## src/rtl/gpio_avl_ctrl.sv

```systemverilog
// Avalon-MM GPIO controller.
// Output register, per-bit synchronised and debounced inputs, edge capture
// with write-1-to-clear, and a maskable registered level interrupt.
// Word map: 0 IN (ro), 1 OUT (rw), 2 MASK (rw), 3 EDGE_CAP (read / W1C).
module gpio_avl_ctrl #(
  parameter int          IN_W       = 8,
  parameter int          OUT_W      = 8,
  parameter int          DEB_CYCLES = 50000,
  parameter int          EDGE_MODE  = 0,
  parameter logic [31:0] OUT_RESET  = 32'h0
) (
  input  logic             Clk,
  input  logic             Reset,
  input  logic             AVL_CS,
  input  logic             AVL_READ,
  input  logic             AVL_WRITE,
  input  logic [1:0]       AVL_ADDR,
  input  logic [31:0]      AVL_WRITEDATA,
  output logic [31:0]      AVL_READDATA,
  output logic             IRQ,
  input  logic [IN_W-1:0]  PIN_IN,
  output logic [OUT_W-1:0] PIN_OUT
);

  localparam int              CW        = $clog2(DEB_CYCLES + 1);
  localparam logic [CW-1:0]   CNT_LAST  = CW'(DEB_CYCLES - 1);
  localparam logic [OUT_W-1:0] OUT_RST_V = OUT_RESET[OUT_W-1:0];

  logic            wr_en;
  logic            rd_en;
  logic [IN_W-1:0] sync_p0;
  logic [IN_W-1:0] sync_p1;
  logic [IN_W-1:0] deb;
  logic [IN_W-1:0] deb_nxt;
  logic [IN_W-1:0] rise;
  logic [IN_W-1:0] fall;
  logic [IN_W-1:0] edge_set;
  logic [IN_W-1:0] edge_clr;
  logic [IN_W-1:0] edge_cap;
  logic [IN_W-1:0] mask;
  logic [31:0]     rd_mux;
  logic            wdata_unused;

  assign wr_en = AVL_CS & AVL_WRITE;
  assign rd_en = AVL_CS & AVL_READ;

  // Only the low IN_W/OUT_W write-data bits are stored anywhere.
  assign wdata_unused = ^AVL_WRITEDATA;

  // Two-flop synchroniser for the raw asynchronous pins.
  always_ff @(posedge Clk or posedge Reset) begin
    if (Reset) begin
      sync_p0 <= '0;
      sync_p1 <= '0;
    end else begin
      sync_p0 <= PIN_IN;
      sync_p1 <= sync_p0;
    end
  end

  // ---- debounce stage: one stability counter per input bit ----
  for (genvar i = 0; i < IN_W; i++) begin : g_deb
    logic [CW-1:0] cnt;
    logic          differ;
    logic          accept;

    assign differ     = sync_p1[i] ^ deb[i];
    assign accept     = differ && (cnt == CNT_LAST);
    assign deb_nxt[i] = accept ? sync_p1[i] : deb[i];

    // Count consecutive clocks where the synced bit disagrees with the
    // debounced bit; any agreement or an accepted change restarts the count.
    always_ff @(posedge Clk or posedge Reset) begin
      if (Reset) begin
        cnt <= '0;
      end else if (!differ || accept) begin
        cnt <= '0;
      end else begin
        cnt <= cnt + CW'(1);
      end
    end
  end

  // Debounced input value, updated when a bit has been stable long enough.
  always_ff @(posedge Clk or posedge Reset) begin
    if (Reset) begin
      deb <= '0;
    end else begin
      deb <= deb_nxt;
    end
  end

  // ---- edge detect stage: transitions of the debounced value ----
  assign rise = deb_nxt & ~deb;
  assign fall = deb & ~deb_nxt;

  // Select which debounced transitions are recorded.
  always_comb begin
    edge_set = rise;
    case (EDGE_MODE)
      1:       edge_set = fall;
      2:       edge_set = rise | fall;
      default: edge_set = rise;
    endcase
  end

  assign edge_clr = (wr_en && (AVL_ADDR == 2'd3)) ? AVL_WRITEDATA[IN_W-1:0] : '0;

  // Sticky edge flags; a new edge overrides a same-cycle W1C of that bit.
  always_ff @(posedge Clk or posedge Reset) begin
    if (Reset) begin
      edge_cap <= '0;
    end else begin
      edge_cap <= (edge_cap & ~edge_clr) | edge_set;
    end
  end

  // Writable output and mask registers.
  always_ff @(posedge Clk or posedge Reset) begin
    if (Reset) begin
      PIN_OUT <= OUT_RST_V;
      mask    <= '0;
    end else if (wr_en) begin
      if (AVL_ADDR == 2'd1) begin
        PIN_OUT <= AVL_WRITEDATA[OUT_W-1:0];
      end
      if (AVL_ADDR == 2'd2) begin
        mask <= AVL_WRITEDATA[IN_W-1:0];
      end
    end
  end

  // Registered level interrupt from the currently stored flags and mask.
  always_ff @(posedge Clk or posedge Reset) begin
    if (Reset) begin
      IRQ <= 1'b0;
    end else begin
      IRQ <= |(edge_cap & mask);
    end
  end

  // ---- bus read stage: zero-extended register select ----
  always_comb begin
    rd_mux = '0;
    case (AVL_ADDR)
      2'd0:    rd_mux[IN_W-1:0]  = deb;
      2'd1:    rd_mux[OUT_W-1:0] = PIN_OUT;
      2'd2:    rd_mux[IN_W-1:0]  = mask;
      default: rd_mux[IN_W-1:0]  = edge_cap;
    endcase
  end

  // Read data is captured on the read strobe and held until the next read;
  // it samples pre-write register contents when a write hits the same edge.
  always_ff @(posedge Clk or posedge Reset) begin
    if (Reset) begin
      AVL_READDATA <= '0;
    end else if (rd_en) begin
      AVL_READDATA <= rd_mux;
    end
  end

endmodule

```

## config.mk

```make
export PLATFORM = sky130hd
export DESIGN_NAME = gpio_avl_ctrl
export DESIGN_NICKNAME = d
export VERILOG_FILES = /design/src/rtl/gpio_avl_ctrl.sv
export SDC_FILE = /design/constraint.sdc
export NUM_CORES = 1
export LEC_CHECK = 0
export BUFFER_PORTS_ARGS = -buffer_cell sky130_fd_sc_hd__buf_2
export CORE_AREA = 10 10 131 133
export CTS_BUF_LIST = sky130_fd_sc_hd__clkbuf_4
export CTS_CLUSTER_DIAMETER = 80
export DETAILED_ROUTE_END_ITERATION = 6
export DIE_AREA = 0 0 141 143
export GPL_TIMING_DRIVEN = 0
export PLACE_DENSITY = 0.81
export SLEW_MARGIN = 5
export SYNTH_ARGS = -nofsm -noshare
export SYNTH_HDL_FRONTEND = slang
export SYNTH_SLANG_ARGS = --single-unit
```

## constraint.sdc

```tcl
create_clock -name Clk -period 6.2 [get_ports Clk]
set_input_delay 0.62 -clock Clk [delete_from_list [all_inputs] [get_ports Clk]]
set_output_delay 0.62 -clock Clk [all_outputs]
set_load 0.03 [all_outputs]
```

==> flow_summary.toml, run 1 <==
[run_status]
status = "complete, no violations"

[global_route]
grt_max_degree = 124
gr-usage-all-layers = 0.1670
grt_overflow = 0
antenna_found_initial = 0
grt_pass1_wl_um = 27760
grt_pass1_vias = 5759

[routing]
vias = 5935
firstDrtPassIters = 5
vias_per_cell = 5.480
detail-route-antenna-nets = 0
wl_um = 16320
drc = 0
wl_per_cell_um = 15.07
drt_iter0_markers = 324

[setup_path]
crit_type = "register to register"
endpoint_kind = "register"
critPathRequiredTime_ns = 6.67
arrival_ns = 2.64
cp-endpoint = "g_deb[7].cnt[9]"
timing.rr.end = "g_deb[7].cnt[9]"
crit_start = "g_deb[7].cnt[0]"
r2r_slack_ns = 4.02
r2r_start = "g_deb[7].cnt[0]"
path_max_fanout = 10
cp-start-kind = "register"
ff2ff_path_depth = 5

[place]
dp_cells = 1052
post-place-ws_ns = 3.739
dp_hpwl_um = 11520
gp_congestion = 0.8767
port_buffers = 39

[synth]
synth-seq-cells = 185
yosys.area.top_type = "dfrtp_1"
synth_top_area_frac = 0.5344
avgSynthCellArea_um2 = 10.76
ys_warn_count = 0
synth_cell_types = 40
muxShareOfSynthArea = 0.06239
synth_xor_area_frac = 0.1122
synth_top_family_by_area = "simple AND/OR/NAND/NOR gates"
synth_area_um2 = 8663
synth_edf_count = 0
netlist_top_cells_count = "dfrtp_1 (185), nor2_1 (139), xnor2_1 (71), nand2_1 (47), nand3_1 (46)"
synth_ff_type = "dfrtp_1"
ys_seq_area_frac = 0.5344
synth-compound-area-share = 0.02889
synth-simple-area-share = 0.2129
ys_top_cells_by_area = "dfrtp_1 (53%), xnor2_1 (7.2%), nor2_1 (6.0%)"
synth.most_common_cell = "dfrtp_1"
synthArstFlopShare = 1.000
synthCells = 805
synth_adder_area_share = 0.01155

[sta]
finClkSkew_ns = 0.01418
drv_slew = 0
max_freq_mhz = 459.5
rsz0062_at_grt = "no"
fin_setup_tns_ns = 0
final_hold_viol_count = 0
min_period_over_period = 0.3510
setup_viol = 0
fin_ws_ns = 4.024
period_needed_ns = 2.176
relSlewSlack = 0.5380
worst_pin_slew_ns = 0.6930
hold_slack_ns = 0.05322

[clock_network]
post_cts_resized = 0
hold_buffers = 0
clock-root-buffer = "clkbuf_4"
clockBufferDepth = 2
clock_latency_ns = 0.58
htree_num_levels = 4
path_clk_slew_ns = 0.14
post_cts_buffers = 0
clock-sinks = 185
cts_tree = "yes"
cts_inserted_buffers = 17

[power]
power_frac_clock = 0.286
ir_drop_v = 0.0001635
power_frac_seq = 0.597
cellLeakagePower_nw = 4.079
p_sw_frac = 0.2765
power.net_switching_uw = 612.1
cellPowerDensity_nw_per_um2 = 233.6
p_int_mw = 1.601
comb_power_share = 0.117

[final_layout]
final-seq-area_um2 = 4629
area_delta_synth_final_pct = 9.373
nets = 942
drive_gt1_frac = 0.1624
multiInputGateArea_um2 = 3797
final_core_util = 0.6569
antenna_cells = 0
fin_cells = 1083
fill_cells = 1134

[worst_hold_path]
hp-class = "primary input to asynchronous set/reset pin"

[floorplanning]
fp.dieH_um = 143
io_pins = 88
num_rows = 44
design.core.area_um2 = 14420
fp.dieW_um = 141
fp.dieArea_um2 = 20160
initial_core_util = 0.6006

[flow_run]
max_cap_viol_count = 0
==> cells in the final DEF, fill, tap and decap left out, drive strengths merged, types with 7 or more instances in the layout <==
master / instances
dfrtp: 185
nand3: 47
xnor2: 71
nand4: 27
xor2: 40
and4: 11
clkbuf: 26
or3: 7
buf: 70
nor4b: 8
nand2: 47
conb: 24
and3: 10
inv: 23
o21ai: 10
nor3: 17
nor2: 139
a21oi: 9
nor4: 24
ha: 8
mux2: 32
mux4: 8
==> cell families after synthesis <==
family | Yosys count
muxes | 40
xor gates and xnor gates | 111
AOI/OAI and AO/OA | 34
and+or+nand+nor | 366
adders and majority gates | 8
buffers and inverters | 60
DFF | 185
other | 1
==> area by class of cell <==
| class | count | area share |
|---|---|---|
| repair buffers | 40 | 0.02350 |
| multi-input cells | 583 | 0.4008 |
| plain buffers | 38 | 0.02535 |
| clock buffers | 18 | 0.01426 |
| well taps | 184 | 0.02430 |
| flip-flops and latches | 185 | 0.4886 |
| inverters | 22 | 0.009507 |
| clock inverters | 13 | 0.01373 |
==> state kept, by name, indices dropped and copies added (netlist names), 8 cells and up <==
name	flops
sync_p1	8
deb	8
sync_p0	8
g_deb.cnt	128
PIN_OUT	8
AVL_READDATA	8
mask	8
edge_cap	8
==> worst min path at each step <==
stage	to	cells after the start	startpoint
3_3_place_gp	sync_p1[2]	0	sync_p0[2]
3_5_place_dp	sync_p1[7]	0	sync_p0[7]
2_1_floorplan	sync_p1[0]	0	sync_p0[0]
6_report	sync_p0[3]	2	Reset
4_1_cts	g_deb[0].cnt[13]	2	Reset
5_1_grt	sync_p1[0]	2	Reset
==> critical path: stages (launching register included) <==
cell and delay, ns:
dfrtp_1 0.43, ha_1 0.21, nand3_1 0.33, o41ai_2 0.69
buf_2 0.33, nor2_1 0.08
==> layer usage <==
layer  vias up  wire, µm  GRT usage
met3        17       689    0.03980
met1      2894      7660     0.2247
li1       2914         -          -
met2       110      7804     0.2635
met5         -         0          0
met4         0       167    0.04946
==> through the flow <==
step,cell area [µm²],power [mW]
floorplan,8750,1.518
global placement,9175,1.595
detailed placement,9210,1.607
CTS,9475,2.234
global route,9475,2.311
finish,9475,2.213
==> power groups by stage <==
stage / clock network (mW) / registers, mW / logic, mW
global placement: 0 / 1.34 / 0.254
finish: 0.634 / 1.32 / 0.258
CTS: 0.650 / 1.32 / 0.264
global route: 0.697 / 1.33 / 0.285
floorplan: 0 / 1.38 / 0.139
detailed placement: 0 / 1.34 / 0.263
No activity file was read; power rests on OpenSTA's default activity.
==> inputs of run 2 (changes only) <==
==> constraint.sdc (replaced) <==
create_clock -name Clk -period 2.2 [get_ports Clk]
set_input_delay 0.22 -clock Clk [delete_from_list [all_inputs] [get_ports Clk]]
set_output_delay 0.22 -clock Clk [all_outputs]
set_load 0.03 [all_outputs]
==> run 2 against run 1 <==
First-iteration DRC count decreased by 18%. Design area increased by 3.4%. Power increased to 3.0 times the previous value. Fmax increased by 8.7%. Clock-buffer cell count increased by 2. Worst hold slack improved by 0.13 ns. Sequential power increased to 2.8 times the previous value. Clock power increased to 3.2 times the previous value. Flip-flop and latch count unchanged. Worst setup slack got worse by 3.8 ns. Final cell count increased by 1.7%. Non-clock buffer count increased by 19. Critical path type unchanged. Highest routed layer unchanged.
==> flow_summary.toml, run 2 (synthesis gave the netlist of run 1 again) <==
[run_status]
status = "complete, no violations"

[global_route]
antenna_found_initial = 0
grt_overflow = 0
grt_pass1_vias = 6023
grt_pass1_wl_um = 28030
gr-usage-all-layers = 0.1669
grt_max_degree = 39

[final_layout]
largest_register_ffs = 128
drive_gt1_frac = 0.1647
antenna_cells = 0
final_core_util = 0.6790
nets = 961
final_cell_mix = "dfrtp_1 (185), nor2_1 (139), xnor2_1 (71)"
area_delta_synth_final_pct = 13.04
largest_register = "g_deb.cnt"
final_common_cell = "dfrtp_1"
fill_cells = 1117

[routing]
wl_per_cell_um = 15.03
detail-route-antenna-nets = 0
top_layer = "met4"
firstDrtPassIters = 4
wl_met3_um = 780
drc = 0
wl_um = 16550
dr_wl_met2_um = 8115
drt_iter0_markers = 266
met1_length_um = 7443
vias_per_cell = 5.507
vias = 6063

[power]
cellPowerDensity_nw_per_um2 = 668.0
ir_drop_v = 0.0005324
report.power.total_mw = 6.542
cellLeakagePower_nw = 4.257

[floorplanning]
fp.dieH_um = 143
design.core.area_um2 = 14420
fp.dieW_um = 141
initial_core_util = 0.6006
fp.dieArea_um2 = 20160
io_pins = 88
num_rows = 44

[sta]
worst_pin_slew_ns = 0.7336
drv_slew = 0
final_hold_viol_count = 0
fin_ws_ns = 0.1980
fin_setup_tns_ns = 0
max_freq_mhz = 499.5
period_needed_ns = 2.002
finClkSkew_ns = 0.01649
min_period_over_period = 0.9100
setup_viol = 0
relSlewSlack = 0.5109
rsz0062_at_grt = "no"

[clock_network]
path_clk_slew_ns = 0.15
clock-sinks = 185
cts_inserted_buffers = 17
clock_latency_ns = 0.57
cts_tree = "yes"
post_cts_buffers = 0
htree_num_levels = 4
clockBufferDepth = 2
clock-root-buffer = "clkbuf_4"

[flow_run]
max_cap_viol_count = 0

[setup_path]
timing.rr.end = "g_deb[4].cnt[7]"
r2r_slack_ns = 0.20
path_max_fanout = 10
endpoint_kind = "register"
ff2ff_path_depth = 5
r2r_start = "g_deb[4].cnt[5]"
critPathRequiredTime_ns = 2.66
crit_type = "register to register"
cp-start-kind = "register"
arrival_ns = 2.46

[place]
port_buffers = 39
post-place-ws_ns = 0.04292
gp_congestion = 0.8886
dp_hpwl_um = 11800

[worst_hold_path]
hp-class = "primary input to asynchronous set/reset pin"
-- run 2: changes by cell type in the layout (fill, tap and decap cells not counted), moves of 2 or more --
cell	delta
dlygate4sd3_1	+17
buf_12	+5
clkbuf_1	-3
clkinv_2	-3
o41ai_2	-3
o41ai_4	+3
bufinv_16	+2
clkbuf_4	+2
clkinvlp_4	-2
inv_6	+2
-- run 2: stage by stage --
| stage | area [µm²] | hold WS, ns | cells |
|---|---|---|---|
| floorplan | 8753 | 0.2514 | 828 |
| global placement | 9179 | 0.3280 | 1051 |
| detailed placement | 9279 | 0.2315 | 1056 |
| CTS | 9766 | 0.1518 | 1103 |
| global route | 9793 | 0.1582 | 1101 |
| finish | 9793 | 0.1857 | 1101 |
-- run 2: what timing repair did --
item,CTS,global route
hold endpoints to repair,113,0
hold buffers,17,0
resized for setup,0,5
setup endpoints to repair,0,48
-- run 2: layout make-up --
class	instances	area [µm²]	share of cell area
inverters	22	86.33	0.008816
plain buffers	36	234.0	0.02389
clock inverters	10	166.4	0.01699
clock buffers	20	150.1	0.01533
multi-input cells	583	3831	0.3912
repair buffers	61	465.4	0.04753
well taps	184	230.2	0.02351
flip-flops and latches	185	4629	0.4727
-- run 2: worst max path at each step --
stage	start	end	slack [ns]	cells after the start
after detailed placement	g_deb[4].cnt[0]	g_deb[4].cnt[7]	0.04	5
after floorplan	Reset	AVL_READDATA[0]	-0.40	1
final	g_deb[4].cnt[5]	g_deb[4].cnt[7]	0.20	5
after CTS	g_deb[4].cnt[0]	g_deb[4].cnt[7]	0.008	5
after global routing	g_deb[2].cnt[0]	g_deb[2].cnt[14]	0.01	5
after global placement	Reset	g_deb[2].cnt[14]	-1.45	2
-- run 2: routing by layer --
layer  vias to the layer above  GRT usage
li1                       2950          -
met1                      2976     0.2107
met2                       121     0.2778
met3                        16    0.04378
met4                         0    0.04674
met5                         -          0
-- run 2: worst max-delay path: stages (launching register included) --
cell      delay (ns)
dfrtp_1         0.47
nor4_1          0.29
nand3b_1        0.19
o41ai_4         0.54
buf_2           0.32
nor2_1          0.08
-- run 2: power by group --
group / internal [mW] / leakage [nW] / switching (mW)
Clock: 0.938 / 0.168 / 1.11
Sequential: 3.57 / 2.48 / 0.153
Combinational: 0.306 / 1.61 / 0.463
Total: 4.81 / 4.26 / 1.73
==> inputs of run 3 (changes only) <==
--- a/config.mk
+++ b/config.mk
@@ -6,11 +6,11 @@
 export NUM_CORES = 1
 export LEC_CHECK = 0
 export BUFFER_PORTS_ARGS = -buffer_cell sky130_fd_sc_hd__buf_2
-export CORE_AREA = 10 10 131 133
+export CORE_AREA = 2 2 123 125
 export CTS_BUF_LIST = sky130_fd_sc_hd__clkbuf_4
 export CTS_CLUSTER_DIAMETER = 80
 export DETAILED_ROUTE_END_ITERATION = 6
-export DIE_AREA = 0 0 141 143
+export DIE_AREA = 0 0 125 127
 export GPL_TIMING_DRIVEN = 0
 export PLACE_DENSITY = 0.81
 export SLEW_MARGIN = 5
==> run 3 against run 2 <==
Clock skew rose by 0.0023 ns. Die area fell by 21%. Power fell by 1.5%. Worst setup slack got worse by 0.056 ns. Clock power fell by 4%. Routed wire length fell by 4.6%. Critical path type unchanged. Highest routed layer unchanged.
==> flow_summary.toml, run 3 (synthesis gave the netlist of run 1 again) <==
[run_status]
status = "complete, no violations"

[final_layout]
fin_area_um2 = 9791
drive_gt1_frac = 0.1672
largest_register = "g_deb.cnt"
final_core_util = 0.6788
fin_cells = 1105
antenna_cells = 0
final-seq-area_um2 = 4629
area_delta_synth_final_pct = 13.01
multiInputGateArea_um2 = 3842
final_cell_mix = "dfrtp_1 (185), nor2_1 (139), xnor2_1 (71)"
final_common_cell = "dfrtp_1"
nets = 963
largest_register_ffs = 128
fill_cells = 1111

[sta]
min_period_over_period = 0.9355
max_freq_mhz = 485.9
rsz0062_at_grt = "no"
period_needed_ns = 2.058
drv_slew = 0
finClkSkew_ns = 0.01883
hold_slack_ns = 0.2570
relSlewSlack = 0.5254
final_hold_viol_count = 0
worst_pin_slew_ns = 0.7119
setup_viol = 0

[global_route]
antenna_found_initial = 0
grt_overflow = 0
gr-usage-all-layers = 0.2115
grt_pass1_vias = 5785
grt_pass1_wl_um = 27320
grt_max_degree = 40

[routing]
vias_per_cell = 5.482
firstDrtPassIters = 5
wl_per_cell_um = 14.29
detail-route-antenna-nets = 0
wl_um = 15790
vias = 6058
drt_iter0_markers = 442
drc = 0

[setup_path]
critPathRequiredTime_ns = 2.65
crit_type = "register to register"
path_max_fanout = 10
endpoint_kind = "register"
crit_path_max_incr_delay_ns = 0.42
crit_slowest_cell = "dfrtp_1"
cp-start-kind = "register"
crit_chain = "ha_1 -> and4_1 -> nand4_1 -> nand2_1 -> clkbuf_1 -> nor2_1"
arrival_ns = 2.51

[clock_network]
htree_num_levels = 4
clock_latency_ns = 0.58
clock-root-buffer = "clkbuf_4"
path_clk_slew_ns = 0.15
cts_tree = "yes"
cts_inserted_buffers = 17
clock-sinks = 185
clockBufferDepth = 2

[floorplanning]
fp.dieW_um = 125
initial_core_util = 0.6006
io_pins = 88
design.core.area_um2 = 14420
num_rows = 44
fp.dieArea_um2 = 15880
fp.dieH_um = 127

[flow_run]
max_cap_viol_count = 0

[power]
cellLeakagePower_nw = 4.270
power_frac_clock = 0.304
p_sw_frac = 0.2733
power.net_switching_mw = 1.762
comb_power_share = 0.119
ir_drop_v = 0.0005779
p_int_mw = 4.685
power_frac_seq = 0.577
cellPowerDensity_nw_per_um2 = 658.5

[place]
dpl_cell_area_um2 = 9279
gp_congestion = 0.8772
dp_cells = 1056
dp_hpwl_um = 11050
port_buffers = 39

[worst_hold_path]
hp-class = "primary input to asynchronous set/reset pin"
run 3: final cells by class:
class                      instances  area share
buffer                            38     0.02479
inverter                          22    0.008818
clock buffer                      19     0.01457
multi-input combinational        583      0.3925
tap                              184     0.02351
sequential                       185      0.4728
timing repair buffer              61     0.04754
clock inverter                    13     0.01546
run 3: power by group through the flow:
stage	Clock, mW	Sequential [mW]	Combinational (mW)
after floorplan	0	3.89	0.391
after global placement	0	3.78	0.710
after detailed placement	0	3.79	0.747
after CTS	2.00	3.72	0.773
after global routing	2.13	3.75	0.836
final	1.96	3.72	0.766
run 3: per-layer routing:
layer	wire length [µm]	track usage	up-vias
li1	-	-	2958
met1	7374	0.2874	2954
met2	7561	0.3453	125
met3	659	0.04732	21
met4	192	0.06536	0
met5	0	0	-
run 3: what timing repair did:
| item | in CTS | in global routing |
|---|---|---|
| buffers inserted | 0 | 0 |
| hold buffers | 17 | 0 |
| endpoints found under the setup margin | 0 | 43 |
| endpoints found under the hold margin | 60 | 0 |
| gates resized for setup | 0 | 8 |
run 3: stage by stage:
stage	worst slack (ns)	setup TNS (ns)	power [mW]
final	0.1420	0	6.447
after global routing	0.004611	0	6.719
after CTS	0.05747	0	6.494
after detailed placement	0.07275	0	4.532
after global placement	-1.440	-264.87	4.487
after floorplan	-0.3985	-73.73	4.278
run 3: final timing paths:
path / from / end / slack [ns] / cells past startpoint
max: g_deb[6].cnt[0] / g_deb[6].cnt[10] / 0.14 / 6
min: Reset / g_deb[0].cnt[12] / 0.26 / 3
max in group asynchronous: Reset / g_deb[1].cnt[8] / 0.91 / 6
max reg2reg: g_deb[6].cnt[0] / g_deb[6].cnt[10] / 0.14 / 6
min in group Clk: PIN_IN[4] / sync_p0[4] / 0.26 / 2
min reg2reg: sync_p0[2] / sync_p1[2] / 0.37 / 0
run 3: critical path, delay by kind of cell (launching register included):
kind                     cells  cell delay, ns
buffers and inverters        1            0.39
AND/OR/NAND/NOR              4            0.89
adder cells (fa/ha/maj)      1            0.22
flip-flops                   1            0.42
